`src/rtl/diff_strobe_rx.sv`:
```
// diff_strobe_rx: receive side of a differential strobe pad pair; decodes the line
//   symbol, checks the preamble, counts strobe rising edges per burst, flags errors.
// Latency: pad -> decoded symbol SYNC_STAGES cycles; pad -> edge_o/flags SYNC_STAGES+1.
// Backpressure: none; the receiver always listens and error flags stay set until clr_err.
//
// Ports:
//   clk, rst          sole clock (posedge) and asynchronous active-high reset
//   pad_io_h/_l       true and complement legs of the strobe (shared tri nets)
//   en                receive enable; low forces IDLE without flagging anything
//   clr_err           clears the sticky error flags (a same-cycle set wins)
//   active            FSM is in PRE, ACTIVE or POST
//   edge_o            one-cycle pulse per counted strobe rising edge
//   edge_cnt          edges counted in the current burst
//   burst_done        one-cycle pulse with the edge that completes the burst
//   err_illegal       sticky: 11 symbol seen
//   err_preamble      sticky: rising edge before enough ZERO symbols
//   err_trunc         sticky: burst aborted by IDLE symbol or stall timeout
module diff_strobe_rx #(
    parameter int  SYNC_STAGES     = 2,
    parameter int  PREAMBLE_CYCLES = 2,
    parameter int  BURST_EDGES     = 4,
    parameter int  TIMEOUT         = 8,
    localparam int CNT_W           = $clog2(BURST_EDGES + 1)
) (
    input  logic             clk,
    input  logic             rst,
    input  logic             pad_io_h,
    input  logic             pad_io_l,
    input  logic             en,
    input  logic             clr_err,
    output logic             active,
    output logic             edge_o,
    output logic [CNT_W-1:0] edge_cnt,
    output logic             burst_done,
    output logic             err_illegal,
    output logic             err_preamble,
    output logic             err_trunc
);

    localparam int PRE_W   = $clog2(PREAMBLE_CYCLES + 1);
    localparam int STALL_W = $clog2(TIMEOUT + 1);

    localparam logic [PRE_W-1:0]   PRE_MAX   = PRE_W'(PREAMBLE_CYCLES);
    localparam logic [PRE_W-1:0]   PRE_ONE   = PRE_W'(1);
    localparam logic [CNT_W-1:0]   BURST_MAX = CNT_W'(BURST_EDGES);
    localparam logic [CNT_W-1:0]   CNT_ONE   = CNT_W'(1);
    localparam logic [STALL_W-1:0] STALL_MAX = STALL_W'(TIMEOUT);
    localparam logic [STALL_W-1:0] STALL_ONE = STALL_W'(1);

    // Line symbol encoding is {h, l} straight off the pads.
    typedef enum logic [1:0] {
        SYM_IDLE = 2'b00,
        SYM_ZERO = 2'b01,
        SYM_ONE  = 2'b10,
        SYM_ILL  = 2'b11
    } sym_t;

    typedef enum logic [1:0] {
        ST_IDLE,
        ST_PRE,
        ST_ACTIVE,
        ST_POST
    } state_t;

    // ------------------------------------------------------------------
    // Synchronizers: both legs shift in parallel, decode uses the last stage.
    // ------------------------------------------------------------------
    logic [SYNC_STAGES-1:0] h_sync_q;
    logic [SYNC_STAGES-1:0] l_sync_q;

    always_ff @(posedge clk or posedge rst) begin
        if (rst) begin
            h_sync_q <= '0;
            l_sync_q <= '0;
        end else begin
            h_sync_q <= {h_sync_q[SYNC_STAGES-2:0], pad_io_h};
            l_sync_q <= {l_sync_q[SYNC_STAGES-2:0], pad_io_l};
        end
    end

    sym_t sym;
    assign sym = sym_t'({h_sync_q[SYNC_STAGES-1], l_sync_q[SYNC_STAGES-1]});

    // ------------------------------------------------------------------
    // State
    // ------------------------------------------------------------------
    state_t              state_q, state_d;
    sym_t                prev_sym_q;
    logic [PRE_W-1:0]    pre_cnt_q, pre_cnt_d;
    logic [CNT_W-1:0]    edge_cnt_q, edge_cnt_d;
    logic [STALL_W-1:0]  stall_q, stall_d;
    logic                active_q, edge_q, done_q;
    logic                err_ill_q, err_pre_q, err_trunc_q;
    logic                edge_d, done_d;
    logic                set_ill, set_pre, set_trunc;
    logic                rise;

    // A rising edge needs ZERO immediately before ONE; ONE straight after IDLE is not one.
    assign rise = (prev_sym_q == SYM_ZERO) && (sym == SYM_ONE);

    always_comb begin
        state_d    = state_q;
        pre_cnt_d  = pre_cnt_q;
        edge_cnt_d = edge_cnt_q;
        stall_d    = stall_q;
        edge_d     = 1'b0;
        done_d     = 1'b0;
        set_ill    = 1'b0;
        set_pre    = 1'b0;
        set_trunc  = 1'b0;

        if (!en) begin
            // Disable is not a protocol fault: drop to IDLE, counters keep their value.
            state_d = ST_IDLE;
        end else begin
            case (state_q)
                ST_IDLE: begin
                    if (sym == SYM_ILL) begin
                        set_ill = 1'b1;
                    end else if (sym == SYM_ZERO) begin
                        state_d    = ST_PRE;
                        pre_cnt_d  = PRE_ONE;
                        edge_cnt_d = '0;
                    end
                end

                ST_PRE: begin
                    case (sym)
                        SYM_ZERO: begin
                            if (pre_cnt_q < PRE_MAX) begin
                                pre_cnt_d = pre_cnt_q + PRE_ONE;
                            end
                        end
                        SYM_ONE: begin
                            if (pre_cnt_q >= PRE_MAX) begin
                                // The ONE closing the preamble is the first counted edge.
                                edge_d     = 1'b1;
                                edge_cnt_d = CNT_ONE;
                                stall_d    = STALL_ONE;
                                if (BURST_EDGES == 1) begin
                                    done_d  = 1'b1;
                                    state_d = ST_POST;
                                end else begin
                                    state_d = ST_ACTIVE;
                                end
                            end else begin
                                set_pre = 1'b1;
                                state_d = ST_IDLE;
                            end
                        end
                        SYM_IDLE: begin
                            state_d = ST_IDLE;
                        end
                        default: begin
                            set_ill = 1'b1;
                            state_d = ST_IDLE;
                        end
                    endcase
                end

                ST_ACTIVE: begin
                    // stall counts how many cycles the current symbol has been seen.
                    if (sym != prev_sym_q) begin
                        stall_d = STALL_ONE;
                    end else begin
                        stall_d = stall_q + STALL_ONE;
                    end

                    if (rise) begin
                        edge_d     = 1'b1;
                        edge_cnt_d = edge_cnt_q + CNT_ONE;
                        if (edge_cnt_d == BURST_MAX) begin
                            done_d  = 1'b1;
                            state_d = ST_POST;
                        end
                    end else if (sym == SYM_IDLE) begin
                        set_trunc = 1'b1;
                        state_d   = ST_IDLE;
                    end else if (sym == SYM_ILL) begin
                        set_ill = 1'b1;
                        state_d = ST_IDLE;
                    end else if (stall_d >= STALL_MAX) begin
                        set_trunc = 1'b1;
                        state_d   = ST_IDLE;
                    end
                end

                ST_POST: begin
                    if (sym == SYM_IDLE) begin
                        state_d = ST_IDLE;
                    end else if (sym == SYM_ILL) begin
                        set_ill = 1'b1;
                        state_d = ST_IDLE;
                    end
                end

                default: begin
                    state_d = ST_IDLE;
                end
            endcase
        end
    end

    always_ff @(posedge clk or posedge rst) begin
        if (rst) begin
            state_q     <= ST_IDLE;
            prev_sym_q  <= SYM_IDLE;
            pre_cnt_q   <= '0;
            edge_cnt_q  <= '0;
            stall_q     <= '0;
            active_q    <= 1'b0;
            edge_q      <= 1'b0;
            done_q      <= 1'b0;
            err_ill_q   <= 1'b0;
            err_pre_q   <= 1'b0;
            err_trunc_q <= 1'b0;
        end else begin
            state_q     <= state_d;
            prev_sym_q  <= sym;
            pre_cnt_q   <= pre_cnt_d;
            edge_cnt_q  <= edge_cnt_d;
            stall_q     <= stall_d;
            active_q    <= (state_d != ST_IDLE);
            edge_q      <= edge_d;
            done_q      <= done_d;
            // Sticky flags: a set in the same cycle as clr_err keeps the flag up.
            err_ill_q   <= set_ill   | (err_ill_q   & ~clr_err);
            err_pre_q   <= set_pre   | (err_pre_q   & ~clr_err);
            err_trunc_q <= set_trunc | (err_trunc_q & ~clr_err);
        end
    end

    assign active       = active_q;
    assign edge_o       = edge_q;
    assign edge_cnt     = edge_cnt_q;
    assign burst_done   = done_q;
    assign err_illegal  = err_ill_q;
    assign err_preamble = err_pre_q;
    assign err_trunc    = err_trunc_q;

endmodule

```
`config.mk`:
```
export PLATFORM = sky130hd
export DESIGN_NAME = diff_strobe_rx
export DESIGN_NICKNAME = d
export VERILOG_FILES = /design/src/rtl/diff_strobe_rx.sv
export SDC_FILE = /design/constraint.sdc
export NUM_CORES = 1
export LEC_CHECK = 0
export ABC_AREA = 1
export BUFFER_PORTS_ARGS = -buffer_cell sky130_fd_sc_hd__buf_2
export CAP_MARGIN = 20
export CORE_MARGIN = 2
export CORE_UTILIZATION = 50
export CTS_CLUSTER_DIAMETER = 60
export DETAILED_ROUTE_END_ITERATION = 12
export GPL_TIMING_DRIVEN = 0
export PLACE_DENSITY = 0.78
export REMOVE_ABC_BUFFERS = 1
export SLEW_MARGIN = 20
export SYNTH_ARGS = -nofsm -noshare
export SYNTH_HDL_FRONTEND = slang
export SYNTH_SLANG_ARGS = --single-unit
```
`constraint.sdc`:
```
create_clock -name clk -period 1.8 [get_ports clk]
set_clock_uncertainty 0.05 [all_clocks]
set_input_delay 0 -clock clk [delete_from_list [all_inputs] [get_ports clk]]
set_output_delay 0 -clock clk [all_outputs]
set_load 0.005 [all_outputs]
```
==> results of run 1 <==
sequential cells by signal, summed over array words and instances, names as in the netlist:
name,count
edge_cnt,3
prev_sym_q,2
edge_o,1
h_sync_q,2
err_illegal,1
err_preamble,1
state_q,2
pre_cnt_q,2
l_sync_q,2
active,1
burst_done,1
err_trunc,1
stall_q,4
report_power, final:
group | total [mW] | switching (mW) | internal (mW)
sequential | 0.696 | 0.0836 | 0.613
clock | 0.242 | 0.155 | 0.0867
combinational | 0.851 | 0.529 | 0.322
total | 1.79 | 0.767 | 1.02
cells by family after synthesis:
group           Yosys count
fa+ha+maj                13
flops                    23
buf+inv                  32
simple gates             67
xor+xnor                  1
compound gates           27
worst max path at each step:
stage	start	end	slack [ns]	cells past startpoint
floorplan	state_q[1]$_DFF_PP0_	stall_q[0]$_DFFE_PP0P_	0.23	11
CTS	state_q[1]$_DFF_PP0_	stall_q[0]$_DFFE_PP0P_	0.03	11
detailed placement	state_q[1]$_DFF_PP0_	stall_q[0]$_DFFE_PP0P_	-0.03	11
global placement	state_q[1]$_DFF_PP0_	stall_q[0]$_DFFE_PP0P_	0.04	11
finish	state_q[1]$_DFF_PP0_	stall_q[0]$_DFFE_PP0P_	0.14	11
global route	h_sync_q[1]$_DFF_PP0_	pre_cnt_q[1]$_DFFE_PP0P_	-0.04	8
cells in the final DEF (no fill, tap or decap), drive strengths merged:
| cell | instances |
|---|---|
| clkbuf | 4 |
| xor2 | 1 |
| dlygate4sd3 | 5 |
| inv | 28 |
| buf | 16 |
| clkinv | 3 |
| ha | 13 |
| nand4 | 1 |
| a211oi | 1 |
| nand3 | 9 |
| o211ai | 1 |
| a21oi | 5 |
| o21ai | 15 |
| nand2 | 39 |
| nor2 | 13 |
| o21bai | 1 |
| nor3 | 5 |
| o22ai | 3 |
| dfrtp | 23 |
| o211a | 1 |
repair_timing:
item,4_1_cts,5_1_grt
hold buffers,5,0
endpoints found under the setup margin,1,12
buffers inserted,0,2
hold endpoints to repair,30,0
resized for setup,1,13
pin swaps,0,3
metal layers:
layer	share of wire	vias to the layer above
met5	0	-
li1	-	567
met1	0.43	528
met3	0.058	7
met4	0.020	0
met2	0.49	44
cell type report:
type / count / area share
Multi-Input combinational cell: 108 / 0.429
Sequential cell: 23 / 0.370
Timing Repair Buffer: 21 / 0.0863
Inverter: 31 / 0.0743
Tap cell: 30 / 0.0240
Clock buffer: 4 / 0.0168
metrics by stage:
step / utilization / hold slack, ns / setup TNS, ns / setup WS (ns) / instances
after floorplan: - / -0.0481 / 0 / 0.232 / 162
after global placement: 0.572 / 0.0588 / 0 / 0.0380 / 206
after detailed placement: 0.572 / 0.0605 / -0.0265 / -0.0265 / 206
after CTS: 0.604 / 0.262 / 0 / 0.0285 / 215
after global routing: 0.627 / 0.258 / -0.130 / -0.0409 / 217
final: 0.627 / 0.270 / 0 / 0.141 / 217
worst max-delay path: cells and delay by family, from the launching register on:
| kind | cells | cell delay, ns |
|---|---|---|
| AND/OR/NAND/NOR | 6 | 0.49 |
| flip-flops | 1 | 0.47 |
| buffers and inverters | 3 | 0.30 |
| adder cells (fa/ha/maj) | 1 | 0.19 |
| AO/OA/AOI/OAI | 1 | 0.06 |
==> impl_metrics.yaml, run 1 <==
run_status:
  outcome: "completed"
setup_path:
  regToRegEndpoint: "stall_q[0]$_DFFE_PP0P_"
  critical-path-slowest-cell: "sky130_fd_sc_hd__dfrtp_2"
  maximum_cell_stage_delay_along_the_critical_path_ns: 0.47
  worstPathRequired_ns: 1.96
  critical_path_end_type: "flop"
  cp_common_cell: "sky130_fd_sc_hd__inv_2"
  critical_path_peak_fanout: 8
  timing_worst_setup_path_type: "flop to flop"
  critical_path.reg2reg.startpoint: "state_q[1]$_DFF_PP0_"
  crit_path_start_kind: "flop"
  worst_ep_arrival_time_ns: 1.82
  worstPathCellList: "inv_2 > ha_4 > inv_2 > nand2_2 > nand2_2 > nor2_4 > inv_2 > nor2_4 > nand2_1 > nand2_1 > o21ai_1"
  r2r_slack_ns: 0.14
  r2r.worst_path.cells: 11
logic_synthesis:
  yosysSeqAreaShare: 0.434
  yosysWarnings: 0
  synthesis.area_per_instance_um2: 8.14
  synthCells: 163
  synthDominantAreaCellType: "sky130_fd_sc_hd__dfrtp_1"
  synth_async_sr_flop_share: 1.00
  synth_enable_flop_cells: 0
  netlist_area_um2: 1330
  synthMuxAreaShare: 0
  synth-compound-area-share: 0.121
  post_synth_and_or_nand_nor_area_fraction: 0.225
  most_instantiated_library_cell_after_synthesis: "sky130_fd_sc_hd__nand2_1"
  post_synth_fa_ha_maj_area_fraction: 0.123
  synthTopCellsByArea: "sky130_fd_sc_hd__dfrtp_1 (43%), sky130_fd_sc_hd__ha_1 (12%), sky130_fd_sc_hd__nand2_1 (10%)"
  ys.flop_type: "sky130_fd_sc_hd__dfrtp_1"
  synth-xor-area-share: 0.00660
  synth_top_family_by_area: "simple AND/OR/NAND/NOR gates"
  yosysUniqueCellTypes: 25
  synth.top_cells.by_count: "sky130_fd_sc_hd__nand2_1 (37), sky130_fd_sc_hd__dfrtp_1 (23), sky130_fd_sc_hd__inv_1 (21)"
  synth_top_area_frac: 0.434
  synth_seq_cells: 23
finish:
  layout.area.seq_um2: 579
  num_antenna_cells: 0
  num-nets-final: 207
  final_layout_size_suffix_gt1_frac: 0.246
  final_cell_area_um2: 1570
  filler_cell_count: 208
  areaGrowthSynthToFinish_pct: 18.0
  multiInputGateArea_um2: 672
floorplanning:
  die_y_um: 55.5
  rows: 18
  pin_count: 15
  die_width_um: 55.5
  core_region_area_um2: 2500
  floorplan.initialDensity: 0.531
  die_area_um2: 3080
sta:
  slew_headroom: 0.443
  timing_worst_slew_pin_value_ns: 0.835
  setup_violations: 0
  final-hold-violation-count: 0
  achievable_frequency_mhz: 603
  final_cycle_utilization_of_the_critical_path: 0.922
  rsz0062_at_grt: "true"
  layout_min_cycle_time_ns: 1.66
  final_max_slew_viol_count: 0
routing:
  post_drt_via_cell_ratio: 5.28
  drt.antenna.violating_nets: 0
  detail_route.wirelength_mm: 2.69
  route.detailed.drc: 0
  drt_pre_antenna_iters: 4
  num_vias: 1146
  dr.first_iter.drc_count: 38
  avgRoutedWirePerCell_um: 12.4
hold_path:
  worst_hold_path.num_cells: 2
  min-delay-path-class: "input port to flop"
  worst_hold_startpoint: "pad_io_h"
  hold_end: "h_sync_q[0]$_DFF_PP0_"
global_route:
  grt-busiest-layer: "met2"
  grt_pass1_wl_mm: 4.79
  global_route_total_usage_across_every_layer: 0.194
  grt_overflow_total: 0
  groute.layer.met2.usage: 0.327
  grt_use_met3: 0.0281
  pin_count_of_the_biggest_net_entering_global_routing: 24
  grt_util_met1: 0.252
  vias_in_the_first_global_route: 1134
  antenna_found_initial: 0
power_and_ir_drop:
  total_power_draw_mw: 1.79
  vdd_ir_drop_max_mv: 0.730
  p_leak_nw: 0.814
  power.density_nw_per_um2: 1140
clock_tree:
  cts_tree: "built"
  htreeDepth: 1
  clk_transition_reported_paths_ns: 0.13
  numCtsBuffers: 3
  clk_latency_ns: 0.31
  clock_tree.buffer_depth: 2
  root_buffer_master: "sky130_fd_sc_hd__clkbuf_4"
  cts.sink_count: 23
place:
  place.detailed.hpwl_mm: 2.00
  placed_instance_area_um2: 1430
  gp_congestion: 0.904
  port_buffers: 14
job:
  drv_cap: 0
Power figures use the tool's default switching activity.
==> run 2: changes to the inputs <==
--- a/config.mk
+++ b/config.mk
@@ -6,14 +6,14 @@
 export NUM_CORES = 1
 export LEC_CHECK = 0
 export ABC_AREA = 1
-export BUFFER_PORTS_ARGS = -buffer_cell sky130_fd_sc_hd__buf_2
+export BUFFER_PORTS_ARGS = -buffer_cell sky130_fd_sc_hd__buf_4
 export CAP_MARGIN = 20
 export CORE_MARGIN = 2
-export CORE_UTILIZATION = 50
+export CORE_UTILIZATION = 43
 export CTS_CLUSTER_DIAMETER = 60
 export DETAILED_ROUTE_END_ITERATION = 12
 export GPL_TIMING_DRIVEN = 0
-export PLACE_DENSITY = 0.78
+export PLACE_DENSITY = 0.7
 export REMOVE_ABC_BUFFERS = 1
 export SLEW_MARGIN = 20
 export SYNTH_ARGS = -nofsm -noshare
==> run 2 against run 1 <==
  * Flip-flop and latch count unchanged
  * Cell count up 1.4%
  * Sequential share of layout area down 0.52 points
  * Register-to-register slack got worse by 0.06 ns
  * Die area rose by 15%
  * Largest cell class unchanged
==> impl_metrics.yaml, run 2 (synthesized netlist as in run 1, its figures left out) <==
run_status:
  outcome: "completed"
clock_tree:
  clk_latency_ns: 0.31
  cts_tree: "built"
  clock_tree.buffer_depth: 2
  clk_transition_reported_paths_ns: 0.12
  cts.sink_count: 23
  numCtsBuffers: 3
  htreeDepth: 1
  root_buffer_master: "sky130_fd_sc_hd__clkbuf_4"
finish:
  final_cells: 220
  final_layout_size_suffix_gt1_frac: 0.225
  num_antenna_cells: 0
  register_name_with_the_most_flops: "stall_q"
  num-nets-final: 207
  filler_cell_count: 291
  mostFrequentLayoutCell: "sky130_fd_sc_hd__nand2_1"
  flip_flop_count_of_the_largest_register_after_layout: 4
  most_used_cells_in_the_layout_excluding_fill_and_tap_cells: "sky130_fd_sc_hd__nand2_1 (37), sky130_fd_sc_hd__dfrtp_1 (21), sky130_fd_sc_hd__inv_1 (20)"
  areaGrowthSynthToFinish_pct: 19.4
routing:
  detail_route.wirelength_mm: 2.68
  drt.antenna.violating_nets: 0
  num_vias: 1130
  dr.first_iter.drc_count: 54
  route.detailed.drc: 0
  avgRoutedWirePerCell_um: 12.2
  post_drt_via_cell_ratio: 5.14
  drt_pre_antenna_iters: 5
floorplanning:
  pin_count: 15
  core_region_area_um2: 3000
  rows: 20
  die_area_um2: 3550
  die_y_um: 59.6
  floorplan.initialDensity: 0.442
  die_width_um: 59.6
hold_path:
  min-delay-path-class: "input port to flop"
  worst_hold_path.num_cells: 2
sta:
  timing_worst_slew_pin_value_ns: 0.834
  achievable_frequency_mhz: 582
  hold-worst-slack_ns: 0.285
  slew_headroom: 0.443
  setup_violations: 0
  final_cycle_utilization_of_the_critical_path: 0.955
  layout_min_cycle_time_ns: 1.72
  final_max_slew_viol_count: 0
  final-hold-violation-count: 0
  postLayoutSetupSlackWorst_ns: 0.0808
place:
  port_buffers: 14
  dp_worst_setup_slack_ns: 0.0158
  place.detailed.hpwl_mm: 1.95
  gp_congestion: 0.842
  placedCellCount: 209
setup_path:
  critical_path_peak_fanout: 4
  cp_common_cell: "sky130_fd_sc_hd__nand2_1"
  critical-path-slowest-cell: "sky130_fd_sc_hd__dfrtp_1"
  maximum_cell_stage_delay_along_the_critical_path_ns: 0.44
  worst_ep_arrival_time_ns: 1.88
  timing_worst_setup_path_type: "flop to flop"
  critical_path_end_type: "flop"
  worstPathRequired_ns: 1.96
  r2r.worst_path.cells: 8
  worstPathCellList: "ha_1 > ha_1 > inv_1 > nand2_1 > a211oi_1 > nand2_1 > nand2_1 > nand2_1"
  r2r_slack_ns: 0.08
  crit_path_start_kind: "flop"
global_route:
  global_route_total_usage_across_every_layer: 0.170
  grt_overflow_total: 0
  vias_in_the_first_global_route: 1136
  pin_count_of_the_biggest_net_entering_global_routing: 24
  antenna_found_initial: 0
  grt_pass1_wl_mm: 4.54
power_and_ir_drop:
  p_leak_nw: 0.822
  power.density_nw_per_um2: 1110
  total_power_draw_mw: 1.76
  vdd_ir_drop_max_mv: 0.558
job:
  drv_cap: 0
==> run 2: changes by cell type in the layout (fill, tap and decap cells not counted) <==
cell | before | now
sky130_fd_sc_hd__dfrtp_2 | 3 | 2
sky130_fd_sc_hd__o22ai_1 | 2 | 3
sky130_fd_sc_hd__ha_1 | 10 | 11
sky130_fd_sc_hd__buf_2 | 14 | 0
sky130_fd_sc_hd__buf_4 | 2 | 16
sky130_fd_sc_hd__inv_2 | 9 | 8
sky130_fd_sc_hd__inv_1 | 19 | 20
sky130_fd_sc_hd__o22ai_2 | 1 | 0
sky130_fd_sc_hd__dfrtp_1 | 20 | 21
sky130_fd_sc_hd__ha_4 | 2 | 1
==> run 2: stage by stage <==
step                      cell area [µm²]  TNS, ns  utilization
after CTS                            1550        0        0.515
final                                1590        0        0.528
after global routing                 1590  -0.0996        0.528
after floorplan                      1320        0            -
after global placement               1470        0        0.489
after detailed placement             1470        0        0.489
==> run 2: final timing paths <==
check | startpoint | to
worst max-delay path | edge_cnt[0]$_DFFE_PP0P_ | active$_DFF_PP0_
worst min-delay path | pad_io_l | l_sync_q[0]$_DFF_PP0_
worst max register to register | edge_cnt[0]$_DFFE_PP0P_ | active$_DFF_PP0_
worst min register to register | l_sync_q[0]$_DFF_PP0_ | l_sync_q[1]$_DFF_PP0_
max in group asynchronous | rst | h_sync_q[1]$_DFF_PP0_
min in group asynchronous | rst | stall_q[1]$_DFFE_PP0P_
==> run 2: routing by layer <==
metal	vias to the layer above	global-route usage	share of wire
met5	-	0	0
met2	35	0.308	0.50
met3	14	0.0197	0.029
met1	518	0.201	0.43
met4	0	0.0730	0.041
li1	563	-	-
==> run 2: what timing repair did <==
action | CTS | global route
setup buffers | 0 | 2
hold endpoints to repair | 30 | 0
hold buffers | 5 | 0
setup endpoints to repair | 1 | 12
gates resized for setup | 1 | 8
==> run 2: worst max-delay path, delay by kind of cell, from the launching register on <==
family / cells / cell delay, ns
AOI/OAI and AO/OA: 1 / 0.28
adders and majority gates: 2 / 0.42
buffers and inverters: 1 / 0.08
DFF: 1 / 0.44
and+or+nand+nor: 4 / 0.36
==> run 2: cell type report <==
class                      count  area [µm²]  area share
tap                           33        41.3      0.0260
timing repair buffer          21         170       0.107
multi-input combinational    108         653       0.412
clock buffer                   4        26.3      0.0166
inverter                      31         116      0.0734
sequential                    23         578       0.365
==> run 2: power by group <==
group	total, mW	internal [mW]	switching [mW]
clock network	0.237	0.0865	0.150
registers	0.683	0.611	0.0720
logic	0.845	0.317	0.528
